--- src/rtl/gtp_link_pkg.sv ---
// gtp_link_pkg: shared state encoding, retry counter width and synchronizer depth for the GTP link sequencer.
package gtp_link_pkg;
  localparam int RETRY_W = 8;
  localparam int SYNC_N = 2;
  typedef enum logic [2:0] {
    IDLE       = 3'd0,
    RESET      = 3'd1,
    WAIT_LOCK  = 3'd2,
    WAIT_DONE  = 3'd3,
    WAIT_ALIGN = 3'd4,
    UP         = 3'd5
  } st_e;
endpackage

--- src/rtl/gtp_link_chan.sv ---
// gtp_link_chan: one GTP channel bring-up FSM with input synchronizers, timeout retries and link monitoring.
// Error counting is present only when GTP_LINK_STATS_EN is defined; otherwise err_o is tied to 0.
module gtp_link_chan
  import gtp_link_pkg::*;
#(
  parameter int RST_CYC = 16,
  parameter int TO_W    = 20,
  parameter int LOS_CYC = 8,
  parameter int ERR_W   = 16
) (
  input  logic               clk,
  input  logic               rst,
  input  logic               en_i,
  input  logic               clr_i,
  input  logic               lock_i,
  input  logic               done_i,
  input  logic               align_i,
  input  logic               los_i,
  input  logic [2:0]         bufst_i,
  output logic               gtp_reset_o,
  output logic               link_up_o,
  output logic [2:0]         state_o,
  output logic [RETRY_W-1:0] retry_o,
  output logic [ERR_W-1:0]   err_o
);
  localparam int RW = $clog2(RST_CYC + 1);
  localparam int TW = TO_W > RW ? TO_W : RW;
  localparam int LW = $clog2(LOS_CYC + 1);
  logic [SYNC_N*5-1:0] sync_q;
  logic                lock, done, align, los, buferr, tmo, inc;
  st_e                 st_q, st_d;
  logic [TW-1:0]       tmr_q;
  logic [LW-1:0]       los_q;
  logic                rst_q, up_q;
  logic [RETRY_W-1:0]  retry_q;
  assign {lock, done, align, los, buferr} = sync_q[SYNC_N*5-1 -: 5];
  // Timer restarts on every state entry, so a wait lasts 2**TO_W-1 cycles before retrying.
  assign tmo = tmr_q == TW'(2**TO_W - 2);
  always_comb begin
    st_d = st_q;
    case (st_q)
      IDLE:       st_d = RESET;
      RESET:      st_d = tmr_q == TW'(RST_CYC - 1) ? WAIT_LOCK : RESET;
      WAIT_LOCK:  st_d = lock ? WAIT_DONE : tmo ? RESET : WAIT_LOCK;
      WAIT_DONE:  st_d = done ? WAIT_ALIGN : tmo ? RESET : WAIT_DONE;
      WAIT_ALIGN: st_d = align ? UP : tmo ? RESET : WAIT_ALIGN;
      UP:         st_d = (!lock || (los && los_q == LW'(LOS_CYC - 1))) ? RESET : UP;
      default:    st_d = IDLE;
    endcase
    if (!en_i) st_d = IDLE;
  end
  assign inc = st_d == RESET && st_q != RESET && st_q != IDLE;
  always_ff @(posedge clk or posedge rst)
    if (rst) begin
      sync_q  <= '0;
      st_q    <= IDLE;
      tmr_q   <= '0;
      rst_q   <= 1'b1;
      up_q    <= 1'b0;
      los_q   <= '0;
      retry_q <= '0;
    end else begin
      sync_q  <= {sync_q[(SYNC_N-1)*5-1:0], lock_i, done_i, align_i, los_i, bufst_i[2]};
      st_q    <= st_d;
      tmr_q   <= st_d != st_q ? '0 : tmr_q + TW'(1);
      // GTPRESET stays high out of rst until the first pass through RESET releases it.
      rst_q   <= st_d == RESET || (rst_q && st_q == IDLE && st_d == IDLE);
      up_q    <= st_d == UP;
      los_q   <= st_q == UP && los ? los_q + LW'(1) : '0;
      retry_q <= clr_i ? '0 : inc && retry_q != '1 ? retry_q + RETRY_W'(1) : retry_q;
    end
`ifdef GTP_LINK_STATS_EN
  logic [ERR_W-1:0] err_q;
  logic             unused_bs;
  assign unused_bs = ^bufst_i[1:0];
  always_ff @(posedge clk or posedge rst)
    if (rst) err_q <= '0;
    else err_q <= clr_i ? '0 : st_q == UP && (buferr || los) && err_q != '1 ? err_q + ERR_W'(1) : err_q;
  assign err_o = err_q;
`else
  logic unused_bs;
  assign unused_bs = ^{bufst_i[1:0], buferr};
  assign err_o = '0;
`endif
  assign gtp_reset_o = rst_q;
  assign link_up_o   = up_q;
  assign state_o     = st_q;
  assign retry_o     = retry_q;
endmodule

--- src/rtl/gtp_link_seq.sv ---
// gtp_link_seq: NCH independent GTP channel bring-up sequencers (gtp_link_chan).
// Define GTP_LINK_STATS_EN to build the per-channel error counters.
module gtp_link_seq
  import gtp_link_pkg::*;
#(
  parameter int NCH     = 2,
  parameter int RST_CYC = 16,
  parameter int TO_W    = 20,
  parameter int LOS_CYC = 8,
  parameter int ERR_W   = 16
) (
  input  logic                   clk,
  input  logic                   rst,
  input  logic [NCH-1:0]         chan_en,
  input  logic [NCH-1:0]         plllkdet,
  input  logic [NCH-1:0]         resetdone,
  input  logic [NCH-1:0]         rxbyteisaligned,
  input  logic [NCH-1:0]         rxlossofsync,
  input  logic [3*NCH-1:0]       rxbufstatus,
  input  logic                   clr_cnt,
  output logic [NCH-1:0]         gtp_reset_o,
  output logic [NCH-1:0]         link_up,
  output logic [3*NCH-1:0]       state_o,
  output logic [RETRY_W*NCH-1:0] retry_cnt,
  output logic [ERR_W*NCH-1:0]   err_cnt
);
  for (genvar c = 0; c < NCH; c++) begin : g_ch
    gtp_link_chan #(
      .RST_CYC(RST_CYC),
      .TO_W   (TO_W),
      .LOS_CYC(LOS_CYC),
      .ERR_W  (ERR_W)
    ) u_chan (
      .clk        (clk),
      .rst        (rst),
      .en_i       (chan_en[c]),
      .clr_i      (clr_cnt),
      .lock_i     (plllkdet[c]),
      .done_i     (resetdone[c]),
      .align_i    (rxbyteisaligned[c]),
      .los_i      (rxlossofsync[c]),
      .bufst_i    (rxbufstatus[3*c +: 3]),
      .gtp_reset_o(gtp_reset_o[c]),
      .link_up_o  (link_up[c]),
      .state_o    (state_o[3*c +: 3]),
      .retry_o    (retry_cnt[RETRY_W*c +: RETRY_W]),
      .err_o      (err_cnt[ERR_W*c +: ERR_W])
    );
  end
endmodule

--- config.mk ---
export PLATFORM = sky130hd
export DESIGN_NAME = gtp_link_seq
export DESIGN_NICKNAME = d
export VERILOG_FILES = /design/src/rtl/gtp_link_pkg.sv /design/src/rtl/gtp_link_chan.sv /design/src/rtl/gtp_link_seq.sv
export SDC_FILE = /design/constraint.sdc
export NUM_CORES = 1
export LEC_CHECK = 0
export ABC_AREA = 1
export BUFFER_PORTS_ARGS = -buffer_cell sky130_fd_sc_hd__buf_2
export CAP_MARGIN = 15
export CORE_ASPECT_RATIO = 0.5
export CORE_MARGIN = 1
export CORE_UTILIZATION = 45
export CTS_BUF_LIST = sky130_fd_sc_hd__clkbuf_2
export CTS_CLUSTER_SIZE = 20
export DETAILED_ROUTE_END_ITERATION = 8
export GPL_TIMING_DRIVEN = 0
export HOLD_SLACK_MARGIN = 0.02
export MAX_ROUTING_LAYER = met4
export PLACE_DENSITY = 0.76
export SYNTH_ARGS = -nofsm -noshare
export SYNTH_HDL_FRONTEND = slang
export SYNTH_SLANG_ARGS = --single-unit
export TNS_END_PERCENT = 100
--- constraint.sdc ---
create_clock -name clk -period 5.91 [get_ports clk]
set_input_delay 1.182 -clock clk [delete_from_list [all_inputs] [get_ports clk]]
set_output_delay 1.182 -clock clk [all_outputs]
set_load 0.02 [all_outputs]
Word-level counts from Yosys, hierarchy flattened
Index checks and enable logic that the tools add are counted.

storage, ports and cells
  flip-flop bits (word level) = 94
  bits of input ports = 19
  output and inout bits = 58
  word-level logic and storage cells = 102

operators by class
  $add $sub $neg = 6
  eq/ne operators = 26
  multiplexer cells = 28
  reduce and logical (&&, ||, !) cells = 28

operators by type and width
  cell                   number
  $add 20x1->20 const B  2
  $eq 20x20->1 const B   2
  $eq 20x4->1 const B    2
  $mux 20                2
  $mux 3                 12
  $pmux 3 s6             2
  $mux 8                 4
  $eq 3x3->1 const B     6
  $add 8x1->8 const B    2
  $ne 8x8->1 const B     2
  $logic_and 1x1->1      14
  $eq 3x1->1 const B     4
  $eq 3x2->1 const B     4
  $logic_not 3->1        4
  $mux 2                 6
  $add 4x1->4 const B    2
  $eq 4x3->1 const B     2
  $mux 4                 2
  $ne 3x1->1 const B     2
  $ne 3x3->1             2
  $reduce_bool 3->1      2
  $logic_or 1x1->1       4
  $reduce_bool 2->1      2
  $logic_not 1->1        2

Depth between registers and ports, before layout
  word-level depth = 12
  depth in mapped cells = 16
  gate-level depth less buffers = 15

Modules after synthesis
Synthesis repeated with hierarchy kept, for this count alone.

second synthesis, totals
  cell total of the unflattened synthesis = 597
  area total of the unflattened synthesis = 4,981.0 um2

modules (own cells, without submodules)
  module                           times used  cells an instance  area each (um2)  seq. area each (um2)
  gtp_link_chan at g_ch[0].u_chan  1           301                2,492.4          1,127.3
  gtp_link_chan at g_ch[1].u_chan  1           296                2,488.6          1,127.3

Worst setup path after synthesis
OpenSTA, ideal clock, no wires.

  kind = input to register
  start point = input chan_en[0]
  end point = register g_ch[0].u_chan.tmr_q[7]
  library setup time = 0.071 ns
  arrival time = 1.755 ns
  data required time = 5.839 ns
  setup slack = 4.083 ns
  stages on the path = 7
  path buffers = 1
  cells stage by stage = nand2_1 -> nand2_1 -> nand2_1 -> nor2_2 -> nand2_2 -> buf_6 -> nor2_1

on the way
  longest elaborated chain between the ends = 3

ends and longest elaborated chain
  element                 line                 text
  start: declaration      gtp_link_seq.sv:14   input logic [NCH-1:0] chan_en,
  $mux 3                  gtp_link_chan.sv:50  if (!en_i) st_d = IDLE;
  $ne 3x3->1              gtp_link_chan.sv:65  tmr_q <= st_d != st_q ? '0 : tmr_q + TW'(1);
  $mux 20                 gtp_link_chan.sv:65
  end signal: assignment  gtp_link_chan.sv:65
  end: declaration        gtp_link_chan.sv:32  logic [TW-1:0] tmr_q;

No other way between the ends.
A chain may end at the register's enable or synchronous reset.

Final worst setup path
  start point = register g_ch[1].u_chan.rst_q
  end point = output gtp_reset_o[1]

RTL lines
  element                   line                 text
  start: declaration        gtp_link_chan.sv:34  logic rst_q, up_q;
  start signal: assignment  gtp_link_chan.sv:67  rst_q <= st_d == RESET || (rst_q && st_q == IDLE && st_d == IDLE);
  end: declaration          gtp_link_seq.sv:21   output logic [NCH-1:0] gtp_reset_o,

No word-level cell between the ends.

==> out/metrics.cfg <==
[setup_path]
cp-end-kind=output pin
arrival_ns=1.36
reg2reg_depth=15
startpoint_type=flip-flop
cp_max_fo=2
worstPathRequired_ns=4.73
worstSetupPathType=reg2out

[run]
cap_violations=0

[floorplanning]
initial_core_util_pct=48.1
coreArea_mm2=0.0106
rows=26
fp.dieW_um=152
num_io_pins=77
die_h_um=77.1
die_area_mm2=0.0117

[detailed_routing]
first_iter_violations=255
vias=3934
first_pass_iters=6
routedWlPerCell_um=10.5
vias_per_cell=4.60
antenna_left=0
route.detailed.drc=18
wl_um=9000

[cts]
cts_tree=built
cts_htree_levels=3
cts.sink_count=90
clk_latency_ns=0.53
postCtsSetupRepairBufs=0
clk_transition_reported_paths_ns=0.24
post_cts_resized=0
clockBufferDepth=2
cts_buffers=9
cts_root_buf=clkbuf_2
postCtsHoldBufs=0

[global_route]
grt_antenna_before_repair=0
grt_max_degree=56
grt_pass1_vias=3563
gr-total-overflow=0
grt_pass1_wl_um=15700
grt.total_usage_pct=16.8

[synthesis]
yosys.area_share.simple_pct=31.8
synth-async-reset-ratio_pct=100
syn_area_mm2=0.00508
synthMuxAreaShare_pct=0
synth.avg_cell_area_um2=8.09
synth-edff-count=0
synthCells=628
synth.distinct_cells=34
ys_warn_count=0
synth_fa_ha_area_share_pct=1.97
synth-xor-area-share_pct=7.21
yosysSeqAreaShare_pct=44.4
ys_ff_latch=90
synth_compound_area_share_pct=2.17
ys.flop_type=dfrtp_1
synth_top_family_by_area=simple AND/OR/NAND/NOR gates

[timing]
max_freq_mhz=393
whs_ns=0.381
slew_viol_final=0
setup_viol_count_final=0
tns_ns=0
clock_skew_ns=0.0329
fin_crit_sh_pct=43.0
hold_viol=0
rsz0062_at_grt=false
fin_crit_ns=2.54

[power]
power_frac_clock_pct=25.4
pwr-share-comb_pct=12.1
power_frac_seq_pct=62.5
power.share.switching_pct=28.5
p_leak_nw=2.97
internal_power_mw=0.737
cellPowerDensity_mw_per_mm2=181
switchingPower_mw=0.294
power_mw=1.03
irDropWorstVdd_mv=0.0981

[run_status]
violations=design-rule violations
outcome=complete, but fails checks

[final_layout]
final_cell_mix=115 x nand2_1, 88 x dfrtp_1, 87 x nor2_1
fillCellCount=993
final_nets=736
final_common_cell=nand2_1
multi_input_area_mm2=0.00231
seqCellArea_mm2=0.00225
layout-drive-gt1-share_pct=22.0
area_growth_pct=11.8

[min_path]
hold_depth=0
worstHoldPathType=reg2reg

[placement]
gp_congestion=0.919
io_buffers=38
hpwl_um=6650

## final timing paths
path / startpoint / endpoint / slack [ns]
max in group asynchronous: rst / g_ch[0].u_chan.gtp_reset_o / 4.62
hold reg to reg: g_ch[0].u_chan.sync_q[4] / g_ch[0].u_chan.sync_q[9] / 0.38
hold / removal: g_ch[0].u_chan.sync_q[4] / g_ch[0].u_chan.sync_q[9] / 0.38
setup / recovery: g_ch[1].u_chan.gtp_reset_o / gtp_reset_o[1] / 3.37
setup reg to reg: g_ch[0].u_chan.tmr_q[0] / g_ch[0].u_chan.retry_o[6] / 3.96
min in group asynchronous: rst / g_ch[1].u_chan.tmr_q[12] / 0.62
## power groups by stage
stage               logic (mW)  registers, mW  clock network, mW
finish                   0.125          0.644              0.262
global route             0.139          0.647              0.297
CTS                      0.126          0.644              0.278
detailed placement       0.126          0.655                  0
global placement         0.122          0.655                  0
floorplan                0.100          0.654                  0
## metrics by stage
step / setup WS, ns / area (um^2) / instances / utilization [%]
floorplan: 2.40 / 5200 / 659 / -
global placement: 1.33 / 5560 / 837 / 52.6
detailed placement: 3.77 / 5590 / 838 / 52.9
CTS: 3.30 / 5680 / 854 / 53.7
global route: 3.25 / 5680 / 854 / 53.7
finish: 3.37 / 5680 / 855 / 53.7
## flip-flops by register name (all words and copies together) (netlist names)
name,flops
g_ch.u_chan.los_q,8
g_ch.u_chan.state_o,6
g_ch.u_chan.sync_q,16
g_ch.u_chan.tmr_q,40
g_ch.u_chan.gtp_reset_o,2
g_ch.u_chan.retry_o,16
g_ch.u_chan.link_up_o,2
## critical path: stages (launching register included)
cell and delay, ns:
dfstp_2 0.59, buf_4 0.09, buf_2 0.14
## synthesized netlist by cell type, drive strengths merged (2+ instances only)
| cell | number | area share, % |
|---|---|---|
| a211oi | 2 | 0.30 |
| a21oi | 4 | 0.39 |
| buf | 45 | 6.7 |
| dfrtp | 88 | 43 |
| dfstp | 2 | 1.0 |
| ha | 8 | 2.0 |
| inv | 78 | 5.8 |
| nand2 | 125 | 9.7 |
| nand3 | 73 | 7.8 |
| nand4 | 12 | 1.5 |
| nor2 | 123 | 11 |
| nor3 | 9 | 1.2 |
| nor3b | 2 | 0.30 |
| o211ai | 2 | 0.30 |
| o21ai | 9 | 0.89 |
| xnor2 | 8 | 1.4 |
| xor2 | 33 | 5.8 |
## metal layers
metal | wire [um] | GRT usage (%) | up-vias
li1 | - | - | 2059
met1 | 4320 | 20.8 | 1782
met2 | 4160 | 27.5 | 84
met3 | 447 | 4.47 | 9
met4 | 83 | 4.49 | 0
met5 | 0 | - | -
## cell type report
cell class	instances	share of cell area (%)
plain buffers	45	5.97
clock inverters	5	0.529
flip-flops and latches	90	39.7
repair buffers	39	3.83
clock buffers	11	0.969
multi-input cells	446	40.7
inverters	78	5.20
diodes	1	0.0440
well taps	140	3.08
## cells by family (layout without fill, tap and decap cells)
kind of cell,Yosys count,count (layout)
other,1,33
AO/OA/AOI/OAI,19,19
flip-flops,90,90
XOR/XNOR,41,41
buffers and inverters,123,178
AND/OR/NAND/NOR,346,346
adder cells (fa/ha/maj),8,8
No activity file was read; power rests on OpenSTA's default activity.
